`config.mk`:
```
export PLATFORM = sky130hd
export DESIGN_NAME = inst_axi_responder
export DESIGN_NICKNAME = d
export VERILOG_FILES = /design/src/rtl/inst_axi_responder.sv
export SDC_FILE = /design/constraint.sdc
export NUM_CORES = 1
export LEC_CHECK = 0
export ABC_AREA = 1
export BUFFER_PORTS_ARGS = -buffer_cell sky130_fd_sc_hd__clkbuf_2
export CAP_MARGIN = 20
export CELL_PAD_IN_SITES_DETAIL_PLACEMENT = 0
export CELL_PAD_IN_SITES_GLOBAL_PLACEMENT = 1
export CORE_MARGIN = 2
export CORE_UTILIZATION = 37
export DETAILED_ROUTE_END_ITERATION = 7
export GPL_ROUTABILITY_DRIVEN = 0
export GPL_TIMING_DRIVEN = 0
export PLACE_DENSITY_LB_ADDON = 0.1
export RECOVER_POWER = 50
export SYNTH_ARGS = -nofsm -noshare
export SYNTH_HDL_FRONTEND = slang
export SYNTH_SLANG_ARGS = --single-unit
```
`constraint.sdc`:
```
create_clock -name clk -period 1.8 [get_ports clk]
set_input_delay 0.36 -clock clk [delete_from_list [all_inputs] [get_ports clk]]
set_output_delay 0.36 -clock clk [all_outputs]
set_load 0.05 [all_outputs]
```
`src/rtl/inst_axi_responder.sv`:
```
// Instruction-fetch bridge: turns one fetch request (single 4-byte or double
// 8-byte) into an AXI read burst and returns the instruction pair. Only one
// transaction is ever outstanding, so read data is steered by beat count alone.
module inst_axi_responder #(
  parameter logic [3:0] AXI_ID         = 4'd0,
  parameter logic [3:0] CACHED_ARCACHE = 4'b1111
) (
  input  logic        clk,
  input  logic        resetn,
  // fetch side
  input  logic        inst_req,
  input  logic [31:0] inst_addr4,
  input  logic [1:0]  inst_size,
  input  logic        inst_cached,
  output logic        inst_addr_ok,
  output logic        inst_data_ok,
  output logic [63:0] inst_rdata,
  output logic        inst_err,
  // AXI read-address channel
  output logic [3:0]  arid,
  output logic [31:0] araddr,
  output logic [7:0]  arlen,
  output logic [2:0]  arsize,
  output logic [1:0]  arburst,
  output logic [3:0]  arcache,
  output logic        arvalid,
  input  logic        arready,
  // AXI read-data channel
  input  logic [3:0]  rid,
  input  logic [31:0] rdata,
  input  logic [1:0]  rresp,
  input  logic        rlast,
  input  logic        rvalid,
  output logic        rready
);

  typedef enum logic [1:0] {S_IDLE, S_ADDR, S_DATA, S_RESP} state_e;

  state_e      state_q, state_d;
  logic [31:0] addr_q, addr_d;       // fetch address latched on accept
  logic        dbl_q, dbl_d;         // 1: 8-byte double fetch
  logic        cached_q, cached_d;
  logic        cnt_q, cnt_d;         // beat index within the burst
  logic [31:0] word0_q, word0_d;     // first beat, kept until rlast
  logic        berr_q, berr_d;       // any non-OKAY rresp seen so far
  logic [63:0] out_data_q, out_data_d;
  logic        out_err_q, out_err_d;

  // rid carries no information with a single outstanding transaction.
  logic unused_rid;
  assign unused_rid = ^rid;

  // Next-state, datapath updates and handshake outputs.
  always_comb begin
    logic        beat_err;
    logic [31:0] lo_word;
    logic [31:0] hi_word;
    // NOTE: every signal driven here gets a default first, so no path can leave it unassigned and infer a latch.
    state_d      = state_q;
    addr_d       = addr_q;
    dbl_d        = dbl_q;
    cached_d     = cached_q;
    cnt_d        = cnt_q;
    word0_d      = word0_q;
    berr_d       = berr_q;
    out_data_d   = out_data_q;
    out_err_d    = out_err_q;
    inst_addr_ok = 1'b0;
    inst_data_ok = 1'b0;
    arvalid      = 1'b0;
    rready       = 1'b0;
    beat_err     = 1'b0;
    lo_word      = 32'h0;
    hi_word      = 32'h0;

    unique case (state_q)
      S_IDLE: begin
        inst_addr_ok = inst_req;
        if (inst_req) begin
          addr_d   = inst_addr4;
          dbl_d    = (inst_size == 2'b11);
          cached_d = inst_cached;
          cnt_d    = 1'b0;
          berr_d   = 1'b0;
          state_d  = S_ADDR;
        end
      end
      S_ADDR: begin
        arvalid = 1'b1;
        if (arready) state_d = S_DATA;
      end
      S_DATA: begin
        rready = 1'b1;
        if (rvalid) begin
          beat_err = berr_q | (rresp != 2'b00);
          berr_d   = beat_err;
          cnt_d    = cnt_q + 1'b1;
          if (!cnt_q) word0_d = rdata;
          if (rlast) begin
            // Beat 0 may be arriving right now or may already be stored.
            lo_word = cnt_q ? word0_q : rdata;
            if (dbl_q) hi_word = cnt_q ? rdata : 32'h0;
            else       hi_word = lo_word;
            out_data_d = {hi_word, lo_word};
            // A double fetch that ends after one beat is short: flag it.
            out_err_d  = beat_err | (dbl_q & ~cnt_q);
            state_d    = S_RESP;
          end
        end
      end
      S_RESP: begin
        inst_data_ok = 1'b1;
        state_d      = S_IDLE;
      end
      default: state_d = S_IDLE;
    endcase
  end

  // State and datapath registers; reset abandons any transaction in flight.
  always_ff @(posedge clk or negedge resetn) begin
    if (!resetn) begin
      state_q    <= S_IDLE;
      addr_q     <= 32'h0;
      dbl_q      <= 1'b0;
      cached_q   <= 1'b0;
      cnt_q      <= 1'b0;
      word0_q    <= 32'h0;
      berr_q     <= 1'b0;
      out_data_q <= 64'h0;
      out_err_q  <= 1'b0;
    end else begin
      // NOTE: non-blocking assignments so every register samples pre-edge values regardless of statement order.
      state_q    <= state_d;
      addr_q     <= addr_d;
      dbl_q      <= dbl_d;
      cached_q   <= cached_d;
      cnt_q      <= cnt_d;
      word0_q    <= word0_d;
      berr_q     <= berr_d;
      out_data_q <= out_data_d;
      out_err_q  <= out_err_d;
    end
  end

  // AR fields come straight from latched request state, so they hold while arvalid waits.
  assign arid       = AXI_ID;
  assign araddr     = dbl_q ? {addr_q[31:3], 3'b000} : addr_q;
  assign arlen      = dbl_q ? 8'd1 : 8'd0;
  assign arsize     = 3'd2;
  assign arburst    = 2'b01;
  assign arcache    = cached_q ? CACHED_ARCACHE : 4'b0000;
  assign inst_rdata = out_data_q;
  assign inst_err   = out_err_q;

endmodule

```
* Yosys cells after proc, flatten, opt, wreduce, memory -nomap -nowiden
Index checks and enable logic that the tools add are counted.
** Cells by class
- Add/subtract/negate cells :: 1
- Multiply operators :: 0
- Div/mod/pow operators :: 0
- $lt $le $gt $ge :: 0
- Eq/ne operators :: 8
- Shift operators :: 0
- Mux-type cells :: 20
- Bitwise gates (word level) :: 4
- Reductions and logical operators :: 8
** Operators by type and width (number)
- two-way mux 32 bit :: 3
- two-way mux 1 bit :: 8
- two-way mux 2 bit :: 4
- inequality test 2 bit, second input constant :: 4
- one-hot mux 2 bit (4 select lines) :: 1
- equality test 2 bit, second input constant :: 3
- AND reduction 3 bit :: 2
- two-way mux 4 bit :: 1
- one-hot mux 1 bit (2 select lines) :: 2
- AND reduction 2 bit :: 2
- AND reduction 4 bit :: 1
- nonzero test 2 bit :: 2
- two-way mux 3 bit :: 1
- equality test 2 x 1 -> 1 bit, second input constant :: 1
- zero test 2 bit :: 1
- OR 1 bit :: 2
- adder 1 bit, second input constant :: 1
- AND 1 bit :: 1
- inverter 1 bit :: 1
** Storage, ports and cells
- Register bits :: 135
- Latch bits :: 0
- RAM bits :: 0
- Bits in read-only memories :: 0
- Input port bits :: 79
- Output and inout bits :: 122
- Word-level logic and storage cells :: 50
- Memories kept :: 0

* Depth between registers and ports, before layout
Gate-level depths: netlist of run 1.
- Word-level depth :: 4
- Depth in mapped cells :: 8
- Depth with buffers taken out :: 7

* Worst setup path after synthesis of run 1
Ideal clock, no wire load.
- Kind :: register -> register
- From :: register state_q[0]
- To :: register out_data_q[56], in the netlist inst_rdata[56]
- Setup time :: 0.125 ns
- Arrival :: 1.770 ns
- Data required time :: 1.675 ns
- Setup slack :: -0.095 ns
- Stages on the path, launching flop included :: 8
- Buffers on the path :: 2
- Cells stage by stage :: dfrtp_1 > inv_1 > ha_1 > nand3_2 > buf_2 > buf_2 > nand2_1 > nand3_1
** Between the ends
- Longest elaborated chain between the ends :: 2
** RTL lines
- start: declaration :: RTL line 39 : state_e state_q, state_d;
- start signal: assignment :: RTL line 133 : state_q <= state_d;
- equality test 2 bit :: RTL line 76 : unique case (state_q)
- AND reduction 3 bit (no source line)
- end signal: assignment :: RTL line 140 : out_data_q <= out_data_d;
- end: declaration :: RTL line 46 : logic [63:0] out_data_q, out_data_d;
No other way between the ends.
A chain may end at the register's enable or synchronous reset.

* Worst setup path in the final report of run 1
- From :: register state_q[0]
- To :: output inst_data_ok
** Between the ends
- Longest elaborated chain between the ends :: 2
** RTL lines
- equality test 2 bit :: RTL line 76
- two-way mux 1 bit :: RTL line 76
- end: declaration :: RTL line 16 : output logic inst_data_ok,
No other way between the ends.

==> results of run 1 <==
## final timing paths
check                               from        endpoint  slack, ns
max                           state_q[0]    inst_data_ok       0.04
min                        inst_addr4[5]       addr_q[5]       0.14
max reg2reg                   state_q[1]  inst_rdata[59]       0.14
min reg2reg                inst_rdata[7]   inst_rdata[7]       0.48
max in group asynchronous         resetn  inst_rdata[61]       0.28
min in group asynchronous         resetn      addr_q[16]       0.57
## layout make-up
cell class                      instances  area [um2]
Sequential cell                       135        3380
Timing Repair Buffer                  188         963
Clock inverter                          4        45.0
Fill cell                            1840        8850
Clock buffer                           24         502
Tap cell                              225         282
Multi-Input combinational cell        572        2380
Buffer                                 92         584
Inverter                               51         196
## worst register-to-register path: stages, from the launching register on
cell     delay (ns)
dfrtp_1        0.39
buf_4          0.17
ha_4           0.19
nand3_2        0.12
buf_2          0.26
buf_2          0.29
nand2_1        0.09
nand3_1        0.08
## metrics by stage
| step | worst slack [ns] | setup TNS, ns | area (um2) |
|---|---|---|---|
| global placement | -2.03 | -271.85 | 7690 |
| global route | -0.0143 | -0.0181 | 8330 |
| floorplan | 0.130 | 0 | 6510 |
| finish | 0.0429 | 0 | 8330 |
| detailed placement | -0.0721 | -0.0721 | 7730 |
| CTS | -0.0184 | -0.0184 | 8380 |
## routing by layer
metal / track usage / routed length, um / part of all wire / up-vias
li1: - / - / - / 2928
met1: 0.286 / 8530 / 0.48 / 2615
met2: 0.300 / 8080 / 0.46 / 154
met3: 0.0503 / 978 / 0.055 / 14
met4: 0.0457 / 169 / 0.0095 / 0
met5: 0 / 0 / 0 / -
## repair_timing
action / CTS / global route
buffers inserted: 5 / 1
hold endpoints to repair: 51 / 0
setup endpoints to repair: 2 / 45
pin swaps: 1 / 1
cloned: 0 / 0
resized for setup: 14 / 5
hold buffers: 1 / 0
## cells in the mapped netlist (2+ instances only)
master    instances
clkbuf_1         16
nor2_1           39
nand2_1         401
ha_1              6
dfrtp_1         135
inv_1            49
buf_4            57
o21ai_0          40
nand3_1          65
conb_1            2
buf_2            19
## sequential cells by signal, indices dropped and copies added, names as in the netlist
| name | cells |
|---|---|
| word0_q | 32 |
| berr_q | 1 |
| dbl_q | 1 |
| state_q | 2 |
| cnt_q | 1 |
| inst_err | 1 |
| cached_q | 1 |
| addr_q | 32 |
| inst_rdata | 64 |
## cell families after synthesis
family	Yosys count	share of synthesized area
compound gates	42	0.0330
other cells	2	0.00116
flops	135	0.524
simple gates	508	0.310
buf+inv	144	0.121
fa+ha+maj	6	0.0116
## cells in the final DEF, fill, tap and decap left out, drive strengths merged
cell type / count
inv: 50
and2: 1
buf: 84
nor2: 39
a21boi: 1
bufinv: 1
nand2: 401
clkinv: 4
ha: 6
nand3: 66
or2: 1
dfrtp: 135
dlygate4sd3: 1
o21ai: 41
clkbuf: 219
conb: 16
## power breakdown
| part | internal, mW | switching [mW] | total, mW |
|---|---|---|---|
| clock | 2.04 | 1.22 | 3.27 |
| combinational | 2.31 | 6.62 | 8.93 |
| sequential | 4.42 | 0.772 | 5.19 |
==> metrics.txt, run 1 <==
Hold Vio Cnt, Final 0; fmax 0.569 GHz; Detailed Route Iter0 Violations between 300 and 400; row cnt between 40 and 50; crit path DAT 1.40 ns; Syn-to-layout area delta 29.1%; ratio of cells with drive above 1 in the final layout 0.248; antenna diode count 0; crit-path cells buf_4, ha_1, clkbuf_2; Final Core Density 0.485; WP depth 3; synthesized area per cell 7.71 um2; die width approximately 140 um; max cap viols 0; hpwl dp around 12,000 um; Setup-failing EPs final 0; root buffer selected by CTS clkbuf_16; final hold slack 0.138 ns; Post-synth ARST share 1.00; clock tree buffer depth 2; Post-layout nets about 1,100; Worst setup SP type flip-flop; Worst Tran Pin Value 0.749 ns; Critical Path Max Stage Delay 0.41 ns; vias in the first global route 5,388; maximum VDD drop 1350 uV; worst setup path class flip-flop to output pin; hold path depth 3; area of the mapped netlist between 6000 and 7000 um2; fin cells ~1,300; Area contributors post-synth dfrtp_1, nand2_1, buf_4, nand3_1, o21ai_0; sequential share of the synthesized area 0.524; TritonCTS Sinks around 140; Initial Utilization 0.376; # IOs between 200 and 250; Rel. slew slack 0.501; P_leak 4.71 nW; Syn Inst Count roughly 840; Total GRT Usage 0.198; Routed Antenna Nets 0; Die Area 18,500 um2; worst path bufs/invs 2; Avg WL per Cell 13.8 um; Worst EP required 1.44 ns; routed wire length 17,800 um; DRC violations left 0; Final Power 17.4 mW; warning count from the yosys run 0; drt first pass iters 5; initial antenna violation count 0; RSZ-0062 raised after global routing yes; fin crit period about 1.8 ns; Worst Setup End Kind output pin; synth unique cells 19; worst reg2reg path depth 7; port bufs 180; CTS tree built; register bit total from synthesis 135; cell area power density approximately 2100 nW/um2; Pins Over Slew Limit 0; critical path's top delay family flip-flops; pin count of the biggest net entering global routing 85; vias 5,711; post-synth top area cell dfrtp_1; Worst Path Max Fanout 3; status finished, final reports clean; TritonCTS Buffers 17; placed insts approximately 1,300; first-pass GRT wire length 28,300 um; Max stage delay cell, worst path dfrtp_1; dominant synthesized flop cell dfrtp_1; Final period util 0.976; number of enable flip-flop cells after synthesis 0; GRT Residual Overflow 0; Die Ht 136 um; H-tree levels 4; CORE AREA around 17,000 um2; HP Class input pin to flip-flop; worst skew pair latency 0.41 ns; Worst-path clk slew ~0.06 ns; vias per std cell 4.42; Synth top area share 0.524; skew final 0.00485 ns
Note: power is estimated with default switching activity, not from simulation.
==> run 2: changes to the inputs <==
--- a/config.mk
+++ b/config.mk
@@ -5,13 +5,12 @@
 export SDC_FILE = /design/constraint.sdc
 export NUM_CORES = 1
 export LEC_CHECK = 0
-export ABC_AREA = 1
 export BUFFER_PORTS_ARGS = -buffer_cell sky130_fd_sc_hd__clkbuf_2
 export CAP_MARGIN = 20
 export CELL_PAD_IN_SITES_DETAIL_PLACEMENT = 0
 export CELL_PAD_IN_SITES_GLOBAL_PLACEMENT = 1
 export CORE_MARGIN = 2
-export CORE_UTILIZATION = 37
+export CORE_UTILIZATION = 40
 export DETAILED_ROUTE_END_ITERATION = 7
 export GPL_ROUTABILITY_DRIVEN = 0
 export GPL_TIMING_DRIVEN = 0
==> metrics.txt, run 2 <==
first-pass GRT wire length 27,300 um (-3.4%); DRC violations left 0 (unchanged); TritonCTS Sinks 135 (unchanged); Worst setup SP type flip-flop; Initial Utilization 0.413 (+0.0372); hold path depth 2 (-1); Worst-path clk slew 0.06 ns (about the same); register bit total from synthesis 135 (unchanged); vias 4,984 (-13%); HP Class input pin to flip-flop; Post-layout nets 892 (-22%); ratio of cells with drive above 1 in the final layout 0.429 (+0.182); root buffer selected by CTS clkbuf_16; crit-path cells buf_12, buf_12, nor2b_4, clkbuf_8; commonest non-fill, non-tap cell in the layout clkbuf_2; Total GRT Usage 0.198 (about the same); sequential share of the synthesized area 0.511 (-0.0122); Routed Antenna Nets 0 (unchanged); cell mode on critical path buf_12; count leader, synth dfrtp_1; max FFs per register 64 (unchanged); routed wire length 16,800 um (-5.5%); number of enable flip-flop cells after synthesis 0 (unchanged); critical path's top delay family buffers and inverters; synthesized area per cell 11.4 um2 (+49%); status finished, final reports clean; vias per std cell 4.81 (+8.8%); fin cells 1,036 (-20%); GRT Residual Overflow 0 (unchanged); Worst Setup End Kind output pin; Area contributors post-synth dfrtp_1, mux2_2, buf_4, mux2_1, mux2i_1; Rel. slew slack 0.467 (-0.0337); Syn Inst Count 577 (-31%); vias in the first global route 5,129 (-4.8%); TritonCTS Buffers 17 (unchanged); Setup-failing EPs final 0 (unchanged); skew final 0.00544 ns (+0.000591 ns); Die Ht 133 um (-2.6%); worst path bufs/invs 3 (+1); Synth top area share 0.511 (-0.0122); Worst Tran Pin Value 0.800 ns (+0.0506 ns); initial antenna violation count 0 (unchanged); Hold Vio Cnt, Final 0 (unchanged); Syn-to-layout area delta 32.8%; fmax 0.572 GHz (+0.44%); row cnt 46 (-4.2%); max cap viols 0 (unchanged); port bufs 180 (unchanged); die width 133 um (-2.6%); dominant synthesized flop cell dfrtp_1; Critical Path Max Stage Delay 0.41 ns (about the same); Synth top cells by count dfrtp_1, mux2_2, buf_4; placed cell area 7880 um2 (+2.0%); antenna diode count 0 (unchanged); worst reg2reg path depth 6 (-1); Post-synth ARST share 1.00 (unchanged); area of the mapped netlist 6610 um2 (+2.4%); CORE AREA 16,000 um2 (-6.8%); Avg WL per Cell 16.2 um (+18%); CTS tree built; Worst EP required 1.44 ns (about the same); warning count from the yosys run 0 (unchanged); WP depth 4 (+1); Final period util 0.972 (-0.00423); fin crit period 1.75 ns (-0.00761 ns); clock tree buffer depth 2 (unchanged); worst skew pair latency 0.42 ns (about the same); placed insts 988 (-21%); pin count of the biggest net entering global routing 82 (-3.5%); synth unique cells 31 (+12); worst setup path class flip-flop to output pin; post-synth top area cell dfrtp_1; hpwl dp 11,800 um (-4.8%); Max stage delay cell, worst path dfrtp_1; Die Area 17,600 um2 (-5.1%); # IOs 201 (unchanged); most frequent cells in the layout clkbuf_2, dfrtp_1, buf_4, mux2_2, clkbuf_1; final instance area 8770 um2 (+5.3%); Pins Over Slew Limit 0 (unchanged); crit path DAT 1.39 ns (about the same); H-tree levels 4 (unchanged); Worst Path Max Fanout 7 (+4); drt first pass iters 6 (+1); Detailed Route Iter0 Violations 161 (-51%)
[run 2: worst paths after layout]
kind	startpoint	end	slack [ns]
max	dbl_q	araddr[1]	0.05
min	inst_addr4[11]	addr_q[11]	0.17
max reg2reg	state_q[0]	state_q[1]	0.07
min reg2reg	inst_rdata[17]	inst_rdata[17]	0.48
max in group asynchronous	resetn	word0_q[1]	0.27
min in group asynchronous	resetn	word0_q[21]	0.60
[run 2: cell type report]
class                   instances  area (um2)
clock inverters                 8         140
clock buffers                  24         512
flip-flops and latches        135        3380
fillers                      1495        7230
multi-input cells             364        2770
plain buffers                  85         623
repair buffers                199        1050
inverters                       5        21.3
well taps                     216         270
[run 2: timing repair]
item,4_1_cts,5_1_grt
setup buffers,12,5
setup endpoints to repair,99,65
resized for setup,41,23
endpoints found under the hold margin,54,0
hold buffers,1,0
pin swaps,1,2
[run 2: cells by family (layout without fill, tap and decap cells)]
family                   Yosys count  in the layout  synth area share
flip-flops                       135            135             0.511
multiplexers                     132            132             0.219
AND/OR/NAND/NOR                  115            115            0.0851
AO/OA/AOI/OAI                     95             95            0.0832
buffers and inverters             92            321            0.0892
adder cells (fa/ha/maj)            6              6            0.0114
other                              2             16           0.00114
[run 2: through the flow]
stage               setup TNS (ns)  utilization  setup slack, ns  hold slack, ns
floorplan                   -0.317            -           -0.106          0.0644
global placement           -263.35        0.490            -1.93           0.461
global route              -0.00855        0.548         -0.00750           0.152
detailed placement           -8.31        0.492           -0.234           0.363
CTS                        -0.0626        0.548          -0.0513           0.155
finish                           0        0.548           0.0505           0.172
[run 2: metal layers]
layer,track usage,wire (um)
met5,0,0
met4,0.0627,210
met3,0.0590,1110
met2,0.327,8130
met1,0.251,7330
Power of run 2 is not shown: default switching activity piles up to over one toggle a cycle in this logic, so the estimate is an artifact.
